[config.mk]
export PLATFORM = sky130hd
export DESIGN_NAME = load_store_unit
export DESIGN_NICKNAME = d
export VERILOG_FILES = /design/src/rtl/load_store_unit.sv
export SDC_FILE = /design/constraint.sdc
export NUM_CORES = 1
export LEC_CHECK = 0
export ABC_AREA = 1
export BUFFER_PORTS_ARGS = -buffer_cell sky130_fd_sc_hd__buf_2
export CORE_AREA = 4 4 160 85
export DETAILED_ROUTE_END_ITERATION = 8
export DIE_AREA = 0 0 164 89
export GPL_ROUTABILITY_DRIVEN = 0
export GPL_TIMING_DRIVEN = 0
export PLACE_DENSITY = 0.77
export SYNTH_ARGS = -nofsm -noshare
export SYNTH_HDL_FRONTEND = slang
export SYNTH_SLANG_ARGS = --single-unit
[constraint.sdc]
create_clock -name clk -period 2.39 [get_ports clk]
set_input_delay 0.1195 -clock clk [delete_from_list [all_inputs] [get_ports clk]]
set_output_delay 0.1195 -clock clk [all_outputs]
set_load 0.005 [all_outputs]
[src/rtl/load_store_unit.sv]
// Memory-access stage: issues one byte/halfword/word load or store on a req/ready
// bus, stalls the pipeline while it is outstanding and returns the extended load data.
module load_store_unit #(
  parameter int DATA_WIDTH     = 32,
  parameter int TIMEOUT_CYCLES = 16
) (
  input  logic                  clk,
  input  logic                  rst_n,
  input  logic                  MemRead,
  input  logic                  MemWrite,
  input  logic [2:0]            funct3,
  input  logic [DATA_WIDTH-1:0] ALUout,
  input  logic [DATA_WIDTH-1:0] WriteData,
  output logic [DATA_WIDTH-1:0] ReadData,
  output logic                  Stall,
  output logic                  Done,
  output logic                  AccessErr,
  output logic                  BusErr,
  output logic                  mem_req,
  output logic                  mem_we,
  output logic [DATA_WIDTH-1:0] mem_addr,
  output logic [3:0]            mem_be,
  output logic [DATA_WIDTH-1:0] mem_wdata,
  input  logic [DATA_WIDTH-1:0] mem_rdata,
  input  logic                  mem_ready
);

  typedef enum logic [1:0] {IDLE, BUSY, DONE} state_t;

  localparam int CW = $clog2(TIMEOUT_CYCLES + 1);

  state_t                  state;
  logic [CW-1:0]           count;
  logic [2:0]              f3_q;
  logic [1:0]              ofs_q;

  logic                    req, f3_ok, misalign, illegal, legal;
  logic [3:0]              be_n;
  logic [DATA_WIDTH-1:0]   wdata_n;
  logic [DATA_WIDTH-1:0]   lane;
  logic [DATA_WIDTH-1:0]   load_ext;

  // NOTE: every signal gets a default at the top of always_comb so no path leaves it unassigned and infers a latch.
  always_comb begin
    req      = MemRead | MemWrite;
    f3_ok    = funct3 inside {3'b000, 3'b001, 3'b010, 3'b100, 3'b101};
    misalign = ((funct3[1:0] == 2'b01) && ALUout[0]) ||
               ((funct3 == 3'b010) && (ALUout[1:0] != 2'b00));
    illegal  = req && ((MemRead && MemWrite) || !f3_ok || (MemWrite && funct3[2]) || misalign);
    legal    = req && !illegal;

    be_n    = 4'b1111;
    wdata_n = WriteData;
    case (funct3[1:0])
      2'b00: begin
        be_n    = 4'b0001 << ALUout[1:0];
        wdata_n = {4{WriteData[7:0]}};
      end
      2'b01: begin
        be_n    = 4'b0011 << ALUout[1:0];
        wdata_n = {2{WriteData[15:0]}};
      end
      default: ;
    endcase

    lane     = mem_rdata >> {ofs_q, 3'b000};
    load_ext = mem_rdata;
    case (f3_q)
      3'b000:  load_ext = {{24{lane[7]}}, lane[7:0]};
      3'b100:  load_ext = {24'b0, lane[7:0]};
      3'b001:  load_ext = {{16{lane[15]}}, lane[15:0]};
      3'b101:  load_ext = {16'b0, lane[15:0]};
      default: load_ext = mem_rdata;
    endcase
  end

  // Stall must rise in the request cycle itself and fall at once when reset hits.
  assign Stall = rst_n && (((state == IDLE) && legal) || (state == BUSY));

  // NOTE: sequential state uses non-blocking assignments so all registers update from pre-edge values.
  always_ff @(posedge clk or negedge rst_n) begin
    if (!rst_n) begin
      state     <= IDLE;
      count     <= '0;
      f3_q      <= '0;
      ofs_q     <= '0;
      ReadData  <= '0;
      Done      <= 1'b0;
      AccessErr <= 1'b0;
      BusErr    <= 1'b0;
      mem_req   <= 1'b0;
      mem_we    <= 1'b0;
      mem_addr  <= '0;
      mem_be    <= '0;
      mem_wdata <= '0;
    end else begin
      Done      <= 1'b0;
      AccessErr <= 1'b0;
      BusErr    <= 1'b0;
      case (state)
        IDLE: begin
          if (illegal) begin
            AccessErr <= 1'b1;
          end else if (legal) begin
            state     <= BUSY;
            count     <= '0;
            mem_req   <= 1'b1;
            mem_we    <= MemWrite;
            mem_addr  <= {ALUout[DATA_WIDTH-1:2], 2'b00};
            mem_be    <= be_n;
            mem_wdata <= wdata_n;
            f3_q      <= funct3;
            ofs_q     <= ALUout[1:0];
          end
        end
        BUSY: begin
          if (mem_ready) begin
            if (!mem_we) ReadData <= load_ext;
            state   <= DONE;
            mem_req <= 1'b0;
            Done    <= 1'b1;
          end else if (count == CW'(TIMEOUT_CYCLES - 1)) begin
            state   <= DONE;
            mem_req <= 1'b0;
            Done    <= 1'b1;
            BusErr  <= 1'b1;
          end else begin
            count <= count + 1'b1;
          end
        end
        default: state <= IDLE;
      endcase
    end
  end

endmodule

### After elaboration in Yosys (flattened, before gate mapping)

Cells that the tools add are included.

| storage, ports and cells | value |
|---|---|
| bits in registers | 115 |
| output and inout port bits | 106 |

| cells by class | value |
|---|---|
| add/sub/neg operators | 1 |
| equality and inequality tests | 15 |
| shifts and indexed selects | 3 |
| mux-type cells | 25 |
| bitwise operators | 3 |
| reductions and logical operators | 27 |

Operator list:

| cell | number |
|---|---|
| $pmux 32 s4 | 1 |
| $pmux 32 s2 | 1 |
| $shr 32x5->16 | 1 |
| $mux 5 | 4 |
| $eq 3x3->1 const B | 4 |
| $mux 1 | 11 |
| $pmux 5 s2 | 1 |
| $reduce_and 3->1 | 3 |
| $logic_and 1x1->1 | 8 |
| $mux 2 | 4 |
| $ne 2x2->1 const B | 4 |
| $pmux 4 s2 | 1 |
| $eq 3x1->1 const B | 2 |
| $logic_not 3->1 | 2 |
| $add 5x1->5 const B | 1 |
| $eq 5x4->1 const B | 1 |
| $logic_or 1x1->1 | 5 |
| $reduce_and 5->1 | 1 |
| $reduce_bool 5->1 | 1 |
| $eq 2x1->1 const B | 2 |
| $logic_not 2->1 | 2 |
| $pmux 2 s2 | 1 |
| $reduce_and 4->1 | 1 |
| $reduce_bool 2->1 | 2 |
| other kinds (8) | 10 |

### Depth between registers and ports, before layout

| logic depth | value |
|---|---|
| word-level depth | 12 |
| mapped depth | 11 |

### Worst setup path after synthesis

No wires, ideal clock.

| timing path | value |
|---|---|
| path type | reg2reg |
| start point | register count[0] |
| end point | register count[2] |
| library setup time | 121 ps |
| data arrival time | 1533 ps |
| path slack | 736 ps |
| stages on the path, launching flop included | 10 |
| path buffers | 0 |
| clock period less this slack | 1654 ps |
| path through | dfrtp_1 > ha_1 > inv_1 > nor3_1 > ha_1 > nor2_1 > nand2_1 > nor2_1 > xor2_1 > nor2_1 |

| between the ends | value |
|---|---|
| cells in the longest elaborated chain, start to end | 4 |

Ends and longest elaborated chain:

| what | RTL line | source |
|---|---|---|
| start: declaration | 33 | `logic [CW-1:0] count;` |
| start signal: assignment | 128 | `count <= count + 1'b1;` |
| $add 5x1->5 | 128 |  |
| $mux 5 | 122 | `end else if (count == CW'(TIMEOUT_CYCLES - 1)) begin` |
| $mux 5 | 117 | `if (mem_ready) begin` |
| $pmux 5 s2 | 100 | `case (state)` |

Parallel ways exist; a longest one is shown, timed or not. The select of a mux whose other input is x is not followed.
A chain may end at the register's enable or synchronous reset.

### Worst setup path after layout

| timing path | value |
|---|---|
| start point | register count[0] |
| end point | register count[3] |

Same word-level chain as after synthesis.

==> reports/summary.txt <==
status = finished clean
cell area after synthesis = 5760 um^2
CP endpoint kind = flip-flop
clock slew at reported path FFs = 0.06 ns
max-cap viol count = 0
Mapped Avg Cell Area = 7.72 um^2
Fmax = 540 MHz
Via density = 4.94
initial antenna violation count = 0
largest net degree at the start of global routing = 68
# diodes = 0
first-pass GRT wire length = 28800 um
Yosys top cell by area = dfrtp_1
Longest Clk Path Bufs = 2
depth of the worst hold-timing path = 3
reg2reg setup slack = 0.54 ns
hold endpoint = mem_wdata[26]$_DFFE_PN0P_
VDD IR max = 593 uV
Post-Route WL = 18200 um
die area = 14600 um^2
Hold WC Path Type = in2reg
register area = 2880 um^2
hold wc startpoint = WriteData[10]
Reg-to-Reg Start = count[0]$_DFFE_PN0P_
final-report hold violation count = 0
RSZ-0062 raised after global routing = no
overall routing resource usage = 0.252
crit start category = flip-flop
drt initial violations = 621
H-Tree Depth = 4
share of layout cells above drive strength 1 = 0.306
CORE AREA = 12300 um^2
final-report max-slew violation count = 0
Overflow after GRT = 0
vias in the first global route = 5606
leakage = 4.54 nW
CTS Buf Count = 17
worst skew pair latency = 0.40 ns
cell row count = 29
RR Endpoint = count[3]$_DFFE_PN0P_
synth top area cells = dfrtp_1, nand2_1, a21oi_1
DR WL/cell = 15.2 um
Chip Height = 89 um
power per cell area = 1050 nW/um^2
Worst Reg-to-Reg Cells = 9
Crit path arrival time = 2.13 ns
CTS root buffer = clkbuf_16
# fillers = 1084
Starting Density = 0.469
WP data required = 2.67 ns
DR pass1 iterations = 5
synth warn = 0
Final period util = 0.775
Yosys cell types = 28
Synth Register Bits = 115
remaining antenna violation count = 0
final hold slack = 0.0120 ns
Multi-input gate area = 2360 um^2
Seq/Total Area, Yosys = 0.500
CTS sink cnt = 115
TritonCTS clock tree = yes
Worst Tran Pin Value = 0.564 ns
worst rel slew slack = 0.624
top cell type's share of synthesized area = 0.500
number of port buffers = 206
I/O pins = 210
critical path type = reg2reg
Final HPWL DP = 13300 um
setup tns final = 0 ns
Layout area overhead = 39.7%
Cells after Synth = 746
DRC = 0
worst-path maximum fanout = 8
Die W = 164 um
Total Nets Final = 1120
skew final = 0.0110 ns
Via Count = 5908
crit path time final = 1.85 ns
Final setup viols = 0
through the flow:
step	util	setup slack (ns)	std cells	instance area [um^2]	power [W]
after detailed placement	0.574	0.558	1124	7040	0.00587
after CTS	0.656	0.520	1197	8040	0.00847
after global routing	0.656	0.289	1197	8040	0.00905
final	0.656	0.537	1197	8040	0.00845
after global placement	0.571	-0.278	1123	7000	0.00580
after floorplan	-	0.736	747	5760	0.00459
report_power, final:
part	total, W	switching [W]	internal [W]
Sequential	0.00308	0.000415	0.00267
Combinational	0.00285	0.00156	0.00128
Clock	0.00252	0.000943	0.00157
Total	0.00845	0.00292	0.00553
Yosys cell counts (all sizes together):
cell type	number
a21oi	59
nor3	2
o21ai	49
xor2	2
buf	31
o31ai	1
or2	26
nand4	1
conb	1
inv	70
nor2	19
o21a	1
nand2	309
clkinv	1
dfrtp	115
clkbuf	8
ha	2
nand3	41
a21boi	8
final cells by class:
cell class              count  area share
repair buffers            248       0.183
flip-flops and latches    115       0.358
plain buffers              39      0.0319
well taps                 170      0.0265
clock inverters            14      0.0191
inverters                  71      0.0331
multi-input cells         522       0.293
clock buffers              18      0.0546
what timing repair did:
action | in CTS | in global routing
hold buffers | 41 | 0
setup buffers | 0 | 0
endpoints found under the hold margin | 88 | 0
resized for setup | 0 | 0
flip-flops by register name (all words and copies together) (netlist names):
name,cells
Done,1
state,2
mem_req,1
AccessErr,1
ofs_q,2
ReadData,32
mem_we,1
BusErr,1
count,5
mem_wdata,32
mem_addr,30
f3_q,3
mem_be,4
critical path, stage by stage (launching register included):
cell and delay, ns:
dfrtp_1 0.41, ha_1 0.20, inv_1 0.06, nor3_1 0.05, ha_1 0.20, nor2_1 0.23, nand2_1 0.22, nor2_1 0.16
xor2_1 0.16, nor2_1 0.05
layout by cell type, fill, tap and decap left out, drive strengths merged, types with 3 or more instances in the layout:
master and count:
nand2 309, nand3 41, clkinvlp 3, clkinv 7, or2 26, nor2 19, dlygate4sd3 41, a21oi 59
inv 73, o21ai 49, a21boi 8, buf 238, clkbuf 26, dfrtp 115
how the worst max path moves through the flow:
stage                    startpoint                    to  cells after the start
3_5_place_dp   count[0]$_DFFE_PN0P_  count[3]$_DFFE_PN0P_                      9
5_1_grt        count[0]$_DFFE_PN0P_  count[3]$_DFFE_PN0P_                      9
3_3_place_gp                  rst_n                 Stall                      3
6_report       count[0]$_DFFE_PN0P_  count[3]$_DFFE_PN0P_                      9
2_1_floorplan  count[0]$_DFFE_PN0P_  count[2]$_DFFE_PN0P_                      9
4_1_cts        state[1]$_DFFE_PN0P_                 Stall                      7
metal layers:
| layer | up-vias | routed length, um | GRT usage |
|---|---|---|---|
| li1 | 2863 | - | - |
| met1 | 2730 | 8490 | 0.374 |
| met2 | 299 | 7420 | 0.360 |
| met3 | 16 | 2080 | 0.0843 |
| met4 | 0 | 170 | 0.0533 |
| met5 | - | 0 | 0 |
cells by family after synthesis:
group / after synthesis / synth area share
flops: 115 / 0.500
simple gates: 398 / 0.294
xor+xnor: 2 / 0.00304
compound gates: 118 / 0.107
buf+inv: 110 / 0.0908
other cells: 1 / 0.000651
fa+ha+maj: 2 / 0.00435
Power figures use the tool's default switching activity.
